## config.mk

```make
export PLATFORM = sky130hd
export DESIGN_NAME = multicycle_control
export DESIGN_NICKNAME = d
export VERILOG_FILES = /design/src/rtl/cpu_pkg.sv /design/src/rtl/multicycle_next_state.sv /design/src/rtl/multicycle_control.sv
export SDC_FILE = /design/constraint.sdc
export NUM_CORES = 1
export LEC_CHECK = 0
export CAP_MARGIN = 25
export CELL_PAD_IN_SITES_DETAIL_PLACEMENT = 1
export CELL_PAD_IN_SITES_GLOBAL_PLACEMENT = 1
export CORE_ASPECT_RATIO = 1.1
export CORE_UTILIZATION = 35
export CTS_BUF_LIST = sky130_fd_sc_hd__clkbuf_4 sky130_fd_sc_hd__clkbuf_8
export CTS_CLUSTER_DIAMETER = 150
export DETAILED_ROUTE_END_ITERATION = 8
export PLACE_DENSITY_LB_ADDON = 0.1
export RECOVER_POWER = 25
export SYNTH_ARGS = -nofsm -noshare
export SYNTH_HDL_FRONTEND = slang
export SYNTH_SLANG_ARGS = --single-unit
```

## constraint.sdc

```tcl
create_clock -name clk -period 2.3 [get_ports clk]
set_input_delay 0.575 -clock clk [delete_from_list [all_inputs] [get_ports clk]]
set_output_delay 0.575 -clock clk [all_outputs]
set_load 0.005 [all_outputs]
```

## src/rtl/cpu_pkg.sv

```systemverilog
// Shared encodings for the multi-cycle MIPS control path.
// States, datapath mux selects, opcodes, funct codes and ALU op types.
package cpu_pkg;

    localparam logic [3:0] S_FETCH     = 4'd0;
    localparam logic [3:0] S_DECODE    = 4'd1;
    localparam logic [3:0] S_MEM_ADDR  = 4'd2;
    localparam logic [3:0] S_MEM_READ  = 4'd3;
    localparam logic [3:0] S_MEM_WB    = 4'd4;
    localparam logic [3:0] S_MEM_WRITE = 4'd5;
    localparam logic [3:0] S_R_EXEC    = 4'd6;
    localparam logic [3:0] S_R_WB      = 4'd7;
    localparam logic [3:0] S_BRANCH    = 4'd8;
    localparam logic [3:0] S_JUMP      = 4'd9;
    localparam logic [3:0] S_ADDI_EXEC = 4'd10;
    localparam logic [3:0] S_ADDI_WB   = 4'd11;
    localparam logic [3:0] S_LUI_WB    = 4'd12;
    localparam logic [3:0] S_JR        = 4'd13;
    localparam logic [3:0] S_JAL       = 4'd14;

    localparam logic [1:0] PC_ALU    = 2'b00;
    localparam logic [1:0] PC_ALUOUT = 2'b01;
    localparam logic [1:0] PC_JUMP   = 2'b10;
    localparam logic [1:0] PC_REGA   = 2'b11;

    localparam logic [1:0] SRCA_PC    = 2'b00;
    localparam logic [1:0] SRCA_REGA  = 2'b01;
    localparam logic [1:0] SRCA_SHAMT = 2'b10;

    localparam logic [1:0] SRCB_REGB  = 2'b00;
    localparam logic [1:0] SRCB_FOUR  = 2'b01;
    localparam logic [1:0] SRCB_IMM   = 2'b10;
    localparam logic [1:0] SRCB_IMMSH = 2'b11;

    localparam logic [1:0] DST_RT = 2'b00;
    localparam logic [1:0] DST_RD = 2'b01;
    localparam logic [1:0] DST_RA = 2'b10;

    localparam logic [1:0] WB_ALUOUT = 2'b00;
    localparam logic [1:0] WB_MDR    = 2'b01;
    localparam logic [1:0] WB_PC     = 2'b10;
    localparam logic [1:0] WB_LUI    = 2'b11;

    localparam logic [5:0] OP_RTYPE = 6'h00;
    localparam logic [5:0] OP_J     = 6'h02;
    localparam logic [5:0] OP_JAL   = 6'h03;
    localparam logic [5:0] OP_BEQ   = 6'h04;
    localparam logic [5:0] OP_BNE   = 6'h05;
    localparam logic [5:0] OP_ADDI  = 6'h08;
    localparam logic [5:0] OP_LUI   = 6'h0F;
    localparam logic [5:0] OP_LW    = 6'h23;
    localparam logic [5:0] OP_SW    = 6'h2B;

    localparam logic [5:0] FN_SLL = 6'h00;
    localparam logic [5:0] FN_JR  = 6'h08;

    typedef enum logic [1:0] {
        ALU_ADD   = 2'b00,
        ALU_SUB   = 2'b01,
        ALU_FUNCT = 2'b10
    } AluOpType;

endpackage

```

## src/rtl/multicycle_next_state.sv

```systemverilog
// Combinational next-state and illegal-opcode decode for multicycle_control.
// MULTICYCLE_JAL_EN enables the jal and jr dispatch targets.
module multicycle_next_state
    import cpu_pkg::*;
(
    input  logic [3:0] state,
    input  logic [5:0] opcode,
    input  logic [5:0] funct,
    input  logic       memReady,
    output logic [3:0] nextState,
    output logic       illegal
);

    always_comb begin
        nextState = S_FETCH;
        illegal   = 1'b0;
        case (state)
            S_FETCH:     nextState = memReady ? S_DECODE : S_FETCH;
            S_DECODE: begin
                case (opcode)
                    OP_LW, OP_SW:   nextState = S_MEM_ADDR;
                    OP_RTYPE: begin
                        if (funct == FN_JR) begin
`ifdef MULTICYCLE_JAL_EN
                            nextState = S_JR;
`else
                            illegal = 1'b1;
`endif
                        end else begin
                            nextState = S_R_EXEC;
                        end
                    end
                    OP_BEQ, OP_BNE: nextState = S_BRANCH;
                    OP_J:           nextState = S_JUMP;
`ifdef MULTICYCLE_JAL_EN
                    OP_JAL:         nextState = S_JAL;
`endif
                    OP_ADDI:        nextState = S_ADDI_EXEC;
                    OP_LUI:         nextState = S_LUI_WB;
                    default:        illegal = 1'b1;
                endcase
            end
            S_MEM_ADDR:  nextState = (opcode == OP_SW) ? S_MEM_WRITE : S_MEM_READ;
            S_MEM_READ:  nextState = memReady ? S_MEM_WB : S_MEM_READ;
            S_MEM_WRITE: nextState = memReady ? S_FETCH : S_MEM_WRITE;
            S_R_EXEC:    nextState = S_R_WB;
            S_ADDI_EXEC: nextState = S_ADDI_WB;
            default:     nextState = S_FETCH;
        endcase
    end

endmodule

```

## src/rtl/multicycle_control.sv

```systemverilog
// Multi-cycle MIPS sequencer: state register, Moore output decode, retire counter.
// MULTICYCLE_JAL_EN enables the JAL and JR states.
module multicycle_control
    import cpu_pkg::*;
(
    input  logic        clk,
    input  logic        rst,
    input  logic [5:0]  opcode,
    input  logic [5:0]  funct,
    input  logic        zero,
    input  logic        memReady,
    output logic        memRead,
    output logic        memWrite,
    output logic        iorD,
    output logic        irWrite,
    output logic        pcEn,
    output logic [1:0]  pcSource,
    output logic [1:0]  aluSrcA,
    output logic [1:0]  aluSrcB,
    output logic [1:0]  aluOp,
    output logic [1:0]  regDst,
    output logic [1:0]  regWriteSrc,
    output logic        regWrite,
    output logic        illegal,
    output logic [3:0]  state,
    output logic [31:0] retired
);

    logic [3:0]  stateQ;
    logic [3:0]  nextState;
    logic        illegalNs;
    logic [31:0] retiredQ;
    logic        lastState;

    multicycle_next_state uNext (
        .state     (stateQ),
        .opcode    (opcode),
        .funct     (funct),
        .memReady  (memReady),
        .nextState (nextState),
        .illegal   (illegalNs)
    );

    // States whose exit into FETCH completes an instruction
    always_comb begin
        lastState = 1'b0;
        case (stateQ)
            S_MEM_WB, S_MEM_WRITE, S_R_WB, S_BRANCH,
            S_JUMP, S_ADDI_WB, S_LUI_WB: lastState = 1'b1;
`ifdef MULTICYCLE_JAL_EN
            S_JR, S_JAL:                 lastState = 1'b1;
`endif
            default:                     lastState = 1'b0;
        endcase
    end

    always_ff @(posedge clk) begin
        if (rst) begin
            stateQ   <= S_FETCH;
            retiredQ <= 32'd0;
        end else begin
            stateQ <= nextState;
            if (lastState && nextState == S_FETCH)
                retiredQ <= retiredQ + 32'd1;
        end
    end

    assign state   = rst ? 4'd0 : stateQ;
    assign retired = rst ? 32'd0 : retiredQ;
    assign illegal = ~rst & illegalNs;

    always_comb begin
        memRead     = 1'b0;
        memWrite    = 1'b0;
        iorD        = 1'b0;
        irWrite     = 1'b0;
        pcEn        = 1'b0;
        pcSource    = PC_ALU;
        aluSrcA     = SRCA_PC;
        aluSrcB     = SRCB_REGB;
        aluOp       = ALU_ADD;
        regDst      = DST_RT;
        regWriteSrc = WB_ALUOUT;
        regWrite    = 1'b0;
        if (!rst) begin
            case (stateQ)
                S_FETCH: begin
                    memRead = 1'b1;
                    aluSrcB = SRCB_FOUR;
                    irWrite = memReady;
                    pcEn    = memReady;
                end
                S_DECODE:    aluSrcB = SRCB_IMMSH;
                S_MEM_ADDR, S_ADDI_EXEC: begin
                    aluSrcA = SRCA_REGA;
                    aluSrcB = SRCB_IMM;
                end
                S_MEM_READ: begin
                    iorD    = 1'b1;
                    memRead = 1'b1;
                end
                S_MEM_WRITE: begin
                    iorD     = 1'b1;
                    memWrite = 1'b1;
                end
                S_MEM_WB: begin
                    regWriteSrc = WB_MDR;
                    regWrite    = 1'b1;
                end
                S_R_EXEC: begin
                    aluOp   = ALU_FUNCT;
                    aluSrcA = (funct == FN_SLL) ? SRCA_SHAMT : SRCA_REGA;
                end
                S_R_WB: begin
                    regDst   = DST_RD;
                    regWrite = 1'b1;
                end
                S_BRANCH: begin
                    aluSrcA  = SRCA_REGA;
                    aluOp    = ALU_SUB;
                    pcSource = PC_ALUOUT;
                    pcEn     = ((opcode == OP_BEQ) & zero)
                             | ((opcode == OP_BNE) & ~zero);
                end
                S_JUMP: begin
                    pcSource = PC_JUMP;
                    pcEn     = 1'b1;
                end
                S_ADDI_WB:   regWrite = 1'b1;
                S_LUI_WB: begin
                    regWriteSrc = WB_LUI;
                    regWrite    = 1'b1;
                end
`ifdef MULTICYCLE_JAL_EN
                S_JR: begin
                    pcSource = PC_REGA;
                    pcEn     = 1'b1;
                end
                S_JAL: begin
                    regDst      = DST_RA;
                    regWriteSrc = WB_PC;
                    regWrite    = 1'b1;
                    pcSource    = PC_JUMP;
                    pcEn        = 1'b1;
                end
`endif
                default: ;
            endcase
        end
    end

endmodule

```

; After elaboration in Yosys (flattened, before gate mapping)
; Cells that the tools add are included.
[word_totals]
elab_cells = 81
in_bits = 16
out_inout_bits = 55
ff_bits = 36
[classes]
bitwise_logic = 6
addsub = 1
reduce_logical = 14
n_eq_ne = 20
n_mux = 38
[ops]
columns = operator, count
row1 = $add A32 B1 Y32 const B, 1
row2 = $mux W32, 1
row3 = $pmux W4 S7, 1
row4 = $pmux W4 S6, 1
row5 = $eq A4 B4 Y1 const B, 5
row6 = $eq A6 B4 Y1 const B, 3
row7 = $mux W1, 17
row8 = $eq A4 B3 Y1 const B, 4
row9 = $pmux W2 S2, 4
row10 = $reduce_or A7 Y1, 2
row11 = $eq A6 B3 Y1 const B, 2
row12 = $eq A6 B6 Y1 const B, 2
row13 = $logic_not A6 Y1, 2
row14 = $mux W2, 6
row15 = $mux W3, 4
row16 = $reduce_or A2 Y1, 5
row17 = $eq A4 B2 Y1 const B, 2
row18 = $logic_not A4 Y1, 2
row19 = $eq A6 B2 Y1 const B, 1
row20 = $pmux W2 S3, 1
row21 = $eq A4 B1 Y1 const B, 1
row22 = $mux W4, 1
row23 = $reduce_or A4 Y1, 1
row24 = $and A1 B1 Y1, 3
row25 = 6 further kinds, 7

; Logic depth before layout (Yosys ltp)
; Gate-level depths: netlist of run 1.
[depth]
ltp_word = 6
depth_mapped = 7
ltp_nobuf = 5

; Hierarchy
; Synthesis of run 1 repeated with hierarchy kept, for this count alone.
[hier_totals]
cells_unflattened = 320
area_unflattened_um2 = 2482.4
[modules_own_cells]
columns = module, n_inst, cells_each, area_per_inst_um2, seq_area_each_um2
row1 = multicycle_control, 1, 279, 2162.1, 720.7
row2 = multicycle_next_state, 1, 41, 320.3, 0.0

; Worst setup path after synthesis of run 1
; No wires, ideal clock.
[synth_timing]
path_type = input to output
from = input port funct[0]
to = output port illegal
t_required_ns = 1.725
path_buffers = 0
path_stages = 4
path_slack_ns = 0.202
arrival_time_ns = 1.523
path_cell_list = or4_1 -> nor2_1 -> a41oi_1 -> a21oi_1
[synth_via]
elab_chain_cells = 5
[synth_rtl]
columns = item, line_no
row1 = "start, declared", multicycle_control.sv:9  ; input logic [5:0] funct,
row2 = $eq A6 B4 Y1, multicycle_next_state.sv:23  ; if (funct == FN_JR) begin
row3 = $mux W1, multicycle_next_state.sv:23
row4 = $pmux W1 S2, multicycle_next_state.sv:20  ; case (opcode)
row5 = $mux W1, multicycle_next_state.sv:17  ; case (state)
row6 = $and A1 B1 Y1, multicycle_control.sv:70  ; assign illegal = ~rst & illegalNs;
row7 = "end, declared", multicycle_control.sv:24  ; output logic illegal,
; No other way between the ends.

; Worst setup path after layout of run 1
[layout_timing]
from = input port funct[4]
to = output port illegal
; The elaborated chain is that of the path after synthesis.

==> key figures, run 1 <==
Cells and area
  • Commonest cells after routing, fill and taps aside: nor2_1, clkdlybuf4s50_1, buf_4
  • Post-layout util: 0.5616
  • Number of diodes: 0
  • Final nets: 444
  • Final instance area: 0.003725 mm^2
  • Layout cells sized above 1: 0.2389
  • Area delta synth->final: 54.25%

Worst setup path
  • Crit path max fanout: 2
  • Top Family by Delay on Critical Path: simple AND/OR/NAND/NOR gates
  • Crit Path Class: in2out
  • Critical Path Max Stage Delay: between 500 and 600 ps
  • Element type at the critical path start: input port
  • Required @ worst endpoint: approximately 1700 ps
  • Critical path arrival: 1820 ps
  • Most common cell on crit path: buf_6
  • Worst path bufs/invs: 3
  • Crit-path cells: buf_6 > or4_4 > buf_6 > nor2_4 > a41oi_2 > a21oi_1 > buf_2
  • Crit-path slowest cell: or4_4
  • Worst Setup End Kind: primary output

Global routing
  • Number of global-route vias before repair: 2,683
  • Overflow after GRT: 0
  • First-pass GRT wire length: 12,410 um
  • Initial antenna violation count: 0
  • Largest net degree at the start of global routing: 27
  • GRT Util Overall: 0.2180

Floorplan
  • Area of the core: 0.006633 mm^2
  • Row cnt: 31
  • I/O pins: 71
  • Die height: 89.12 um
  • Die area: just over 0.007 mm^2
  • Initial Utilization: 0.3641
  • Die W: 81.20 um

Yosys
  • Share of the synthesized area in the top cell type: 0.2984
  • Synth unique cells: 53
  • Cell area after synthesis: 0.002415 mm^2
  • Mapped Cells: around 320
  • Post-synthesis area per instance: ~7.5 um^2
  • YS warnings: 0
  • Synth Register Bits: 36
  • Seq/Total Area, Yosys: 0.2984
  • Synth top area cells: dfxtp_1, nor2b_1, xor2_1, nor2_1, nand4_1
  • Syn_nets: 339
  • Top_reg_cell synth: dfxtp_1
  • Yosys top cell by area: dfxtp_1
  • Post-synth EDFFs: 0
  • Asr flop ratio synth: 0

STA
  • Final setup fails: 6
  • Period utilization: 1.041
  • Final Max Slew Viols: 0
  • Final Skew: 6.911 ps
  • Final hold violation count: 0
  • Fmax: 417.6 MHz
  • PnR worst setup slack: -94.53 ps
  • Tmin final: 2395 ps
  • RSZ-0062 raised after global routing: true

Clock tree
  • H-tree level count: 2
  • CTS root buffer: clkbuf_8
  • CTS buffer count: 5
  • CTS Buffer Depth: 2
  • Hold_buf cts: 0
  • Clock transition at path regs: around 70 ps
  • Latest clock arrival within the worst-skew pair: 290 ps
  • CTS tree: built
  • Clk sink count: 36

Place
  • I/O Buffers: 69
  • Post-DP Area: between 0.003 and 0.004 mm^2
  • Gpl congestion: 0.7865
  • Hpwl dp: about 5500 um

Power
  • Sequential share of power: 0.498
  • Switch share: 0.2540
  • Switching power: 0.0003200 W
  • Leak pwr: 1.511 nW
  • Int Pwr: 0.0009399 W
  • VDD IR max: 0.3185 mV
  • PD cells: 338.2 mW/mm^2
  • Clock share of power: 0.349
  • Gate power share: 0.154

Routing
  • ANT nets after route: 0
  • DR vias/cell: 5.208
  • Avg WL per Cell: 14.66 um
  • Via count: roughly 2,700
  • Drt drc: 0
  • Routed WL: 7462 um
  • Drt first pass iters: 4
  • Initial drt markers: slightly above 90

Status
  • Failing checks: setup timing
  • Status: finished, violations left

Worst hold path
  • HP Class: reg2reg

Run
  • Max-cap viol count: 0
## through the flow
stage,worst slack (ps),setup TNS [ps],total power (W),instances,hold WS [ps]
5_1_grt,-147.4,-3203,0.001313,509,510.3
3_3_place_gp,-710.2,-6350,0.0008086,497,483.4
4_1_cts,-154.5,-515.8,0.001272,507,515.3
3_5_place_dp,-770.6,-8372,0.0008133,497,503.6
2_1_floorplan,202.2,0,0.0007149,322,461.9
6_report,-94.53,-213.6,0.001260,509,487.1
## power by group through the flow
| stage | Sequential, W | Combinational, W | Clock, W |
|---|---|---|---|
| 4_1_cts | 0.000631 | 0.000188 | 0.000453 |
| 6_report | 0.000627 | 0.000194 | 0.000439 |
| 3_5_place_dp | 0.000644 | 0.000169 | 0 |
| 3_3_place_gp | 0.000644 | 0.000165 | 0 |
| 5_1_grt | 0.000627 | 0.000212 | 0.000474 |
| 2_1_floorplan | 0.000641 | 0.0000739 | 0 |
## flip-flops by register name, summed over array words and instances (netlist names)
signal,count
retiredQ,32
stateQ,4
## routing by layer
layer	global-route usage	vias up	routed length, um
met4	0.06169	0	83
met2	0.4072	56	3938
met1	0.2580	1261	3179
met5	0	-	0
li1	-	1328	-
met3	0.02857	6	260
## path summary, 6_finish.rpt
| path | slack [ps] | from | endpoint | cells after the start |
|---|---|---|---|---|
| worst max-delay path | -90 | funct[4] | illegal | 7 |
| worst min-delay path | 490 | stateQ[0] | stateQ[0] | 1 |
| worst max register to register | 40 | stateQ[3] | retiredQ[26] | 7 |
| worst min register to register | 490 | stateQ[0] | stateQ[0] | 1 |
## kinds of logic (layout without fill, tap and decap cells)
group                      Yosys count  count (layout)  share of synthesized area
and+or+nand+nor                    185             185                     0.4218
AOI/OAI and AO/OA                   40              40                     0.1062
DFF                                 36              36                     0.2984
buffers and inverters               27             132                    0.04404
xor gates and xnor gates            26              26                    0.09430
muxes                                6               6                    0.02849
adders and majority gates            1               1                   0.005181
other                                1               1                   0.001553
## cells in the mapped netlist (all sizes together) (2+ instances only)
cell type and instances:
and2 9, and3 11, nor2b 35, or3 5, and4 3, mux2i 2
xnor2 3, nand2 22, inv 5, mux2 4, nor3 9, buf 8
a31oi 2, xor2 23, nand2b 4, nand3 11, nand4 16, a21oi 12
a21o 2, dfxtp 36, clkbuf 14, or4 2, nor4 7, a211o 2
nor2 46, o21ai 11
## area by class of cell
class / count / area (um^2)
timing repair buffer: 120 / 1082
clock buffer: 6 / 76.32
fill: 821 / 2908
clock inverter: 1 / 5.005
tap: 82 / 102.6
inverter: 5 / 18.77
multi-input combinational: 259 / 1707
sequential: 36 / 733.2
## timing repair
action,CTS,global route
endpoints found under the setup margin,23,31
pin swaps,12,4
hold endpoints to repair,0,0
gates cloned,1,0
buffers inserted,2,2
gates resized for setup,80,22
Power figures use the tool's default switching activity.
==> inputs of run 2 (changes only) <==
Settings changed: RECOVER_POWER 25 to 50, SLEW_MARGIN from default to 25.
==> key figures, run 2 (synthesis results as in run 1) <==
Status
  • Status: finished, violations left
  • Failing checks: setup timing

Cells and area
  • FILL cells: 823
  • Top flop regs: retiredQ x32, stateQ x4
  • Final nets: approximately 440
  • Multi-input gate area: approximately 0.0017 mm^2
  • Layout Cells excl Fill: 509
  • Largest Register: retiredQ
  • Commonest cells after routing, fill and taps aside: nor2_1, clkdlybuf4s50_1, buf_4
  • Reg area: 733.2 um^2
  • Area delta synth->final: 53.21%
  • Number of diodes: 0
  • Number of flip-flops in the largest register: 32
  • Layout cells sized above 1: 0.2365

Worst setup path
  • Crit Path Class: in2out
  • Worst Reg-to-Reg Cells: 7
  • Crit path max fanout: 2
  • Flop2flop setup slack: 50 ps
  • Worst r2r dst: retiredQ[26]
  • Required @ worst endpoint: 1730 ps
  • Element type at the critical path start: input port
  • Worst Setup End Kind: primary output
  • Critical path arrival: about 1800 ps
  • FF-to-FF Start: stateQ[3]

Floorplan
  • Die W: 81.20 um
  • Area of the core: 0.006633 mm^2
  • I/O pins: 71
  • Die height: 89.12 um
  • Die area: roughly 0.0072 mm^2
  • Row cnt: 31
  • Initial Utilization: 0.3641

Routing
  • Drt first pass iters: 6
  • DR vias/cell: 5.200
  • Drt drc: 0
  • Initial drt markers: 73
  • Avg WL per Cell: ~15 um
  • Via count: around 2,600
  • ANT nets after route: 0
  • Routed WL: 7486 um

STA
  • TNS Setup: -250.9 ps
  • RSZ-0062 raised after global routing: true
  • Period utilization: 1.041
  • Final hold violation count: 0
  • Final Max Slew Viols: 0
  • PnR worst setup slack: -94.80 ps
  • Hold_ws: 493.0 ps
  • Final Skew: 6.023 ps
  • Tmin final: 2395 ps
  • Fmax: 417.6 MHz
  • Final setup fails: 3

Clock tree
  • CTS root buffer: clkbuf_8
  • Clk sink count: 36
  • CTS tree: built
  • H-tree level count: 2
  • Hold_buf cts: 0
  • Clock transition at path regs: 70 ps
  • CTS buffer count: 5
  • CTS Buffer Depth: 2
  • Latest clock arrival within the worst-skew pair: between 200 and 300 ps

Global routing
  • Initial antenna violation count: 0
  • GRT Util Overall: 0.2180
  • Largest net degree at the start of global routing: 27
  • First-pass GRT wire length: 12,410 um
  • Number of global-route vias before repair: 2,683
  • Overflow after GRT: 0

Place
  • Cell count after placement: 497
  • I/O Buffers: 69
  • Hpwl dp: 5511 um
  • Gpl congestion: 0.7865

Worst hold path
  • HP Class: reg2reg
  • Hold endpoint: stateQ[0]
  • Min-delay src: stateQ[0]
  • Hold path cells: 1

Run
  • Max-cap viol count: 0

Power
  • VDD IR max: 0.3162 mV
  • PD cells: 339.7 mW/mm^2
  • Leak pwr: 1.500 nW
==> run 2: layout make-up <==
type                    count  area share
multi-input cells         259      0.4579
repair buffers            120      0.2891
flip-flops and latches     36      0.1982
well taps                  82     0.02773
clock buffers               6     0.02063
inverters                   5    0.005073
clock inverters             1    0.001353
==> run 2: worst max-delay path, cell delays in order <==
cell and delay [ps]:
buf_6 90, or4_4 550, buf_6 140, nor2_4 100
a41oi_2 90, a21oi_1 140, buf_2 130
==> run 2: stage by stage <==
stage	total power (W)	area, um^2	setup slack (ps)	utilization
3_3_place_gp	0.0008086	3461	-710.2	0.5218
2_1_floorplan	0.0007149	2415	202.2	-
3_5_place_dp	0.0008133	3461	-770.6	0.5218
4_1_cts	0.001272	3679	-154.5	0.5546
5_1_grt	0.001309	3700	-147.4	0.5578
6_report	0.001257	3700	-94.80	0.5578
==> run 2: worst max path at each step <==
stage / from / to / slack (ps)
finish: funct[4] / illegal / -90
CTS: funct[4] / aluSrcA[0] / -150
floorplan: funct[0] / illegal / 200
detailed placement: funct[0] / aluSrcA[0] / -770
global placement: funct[0] / aluSrcA[0] / -710
global route: funct[4] / illegal / -150
==> run 2: what timing repair did <==
item                                    4_1_cts  5_1_grt
resized for setup                            80       22
cloned                                        1        0
endpoints found under the setup margin       23       31
setup buffers                                 2        2
pin swaps                                    12        4
==> run 2: metal layers <==
metal / up-vias / part of all wire / GRT usage
li1: 1325 / - / -
met3: 6 / 0.035 / 0.02857
met1: 1258 / 0.43 / 0.2580
met4: 0 / 0.011 / 0.06169
met5: - / 0 / 0
met2: 58 / 0.53 / 0.4072
==> run 2: report_power, final <==
part | internal, W | total [W] | switching [W]
clock | 0.000218 | 0.000441 | 0.000223
sequential | 0.000623 | 0.000627 | 0.00000387
combinational | 0.0000955 | 0.000189 | 0.0000938
total | 0.000936 | 0.00126 | 0.000320
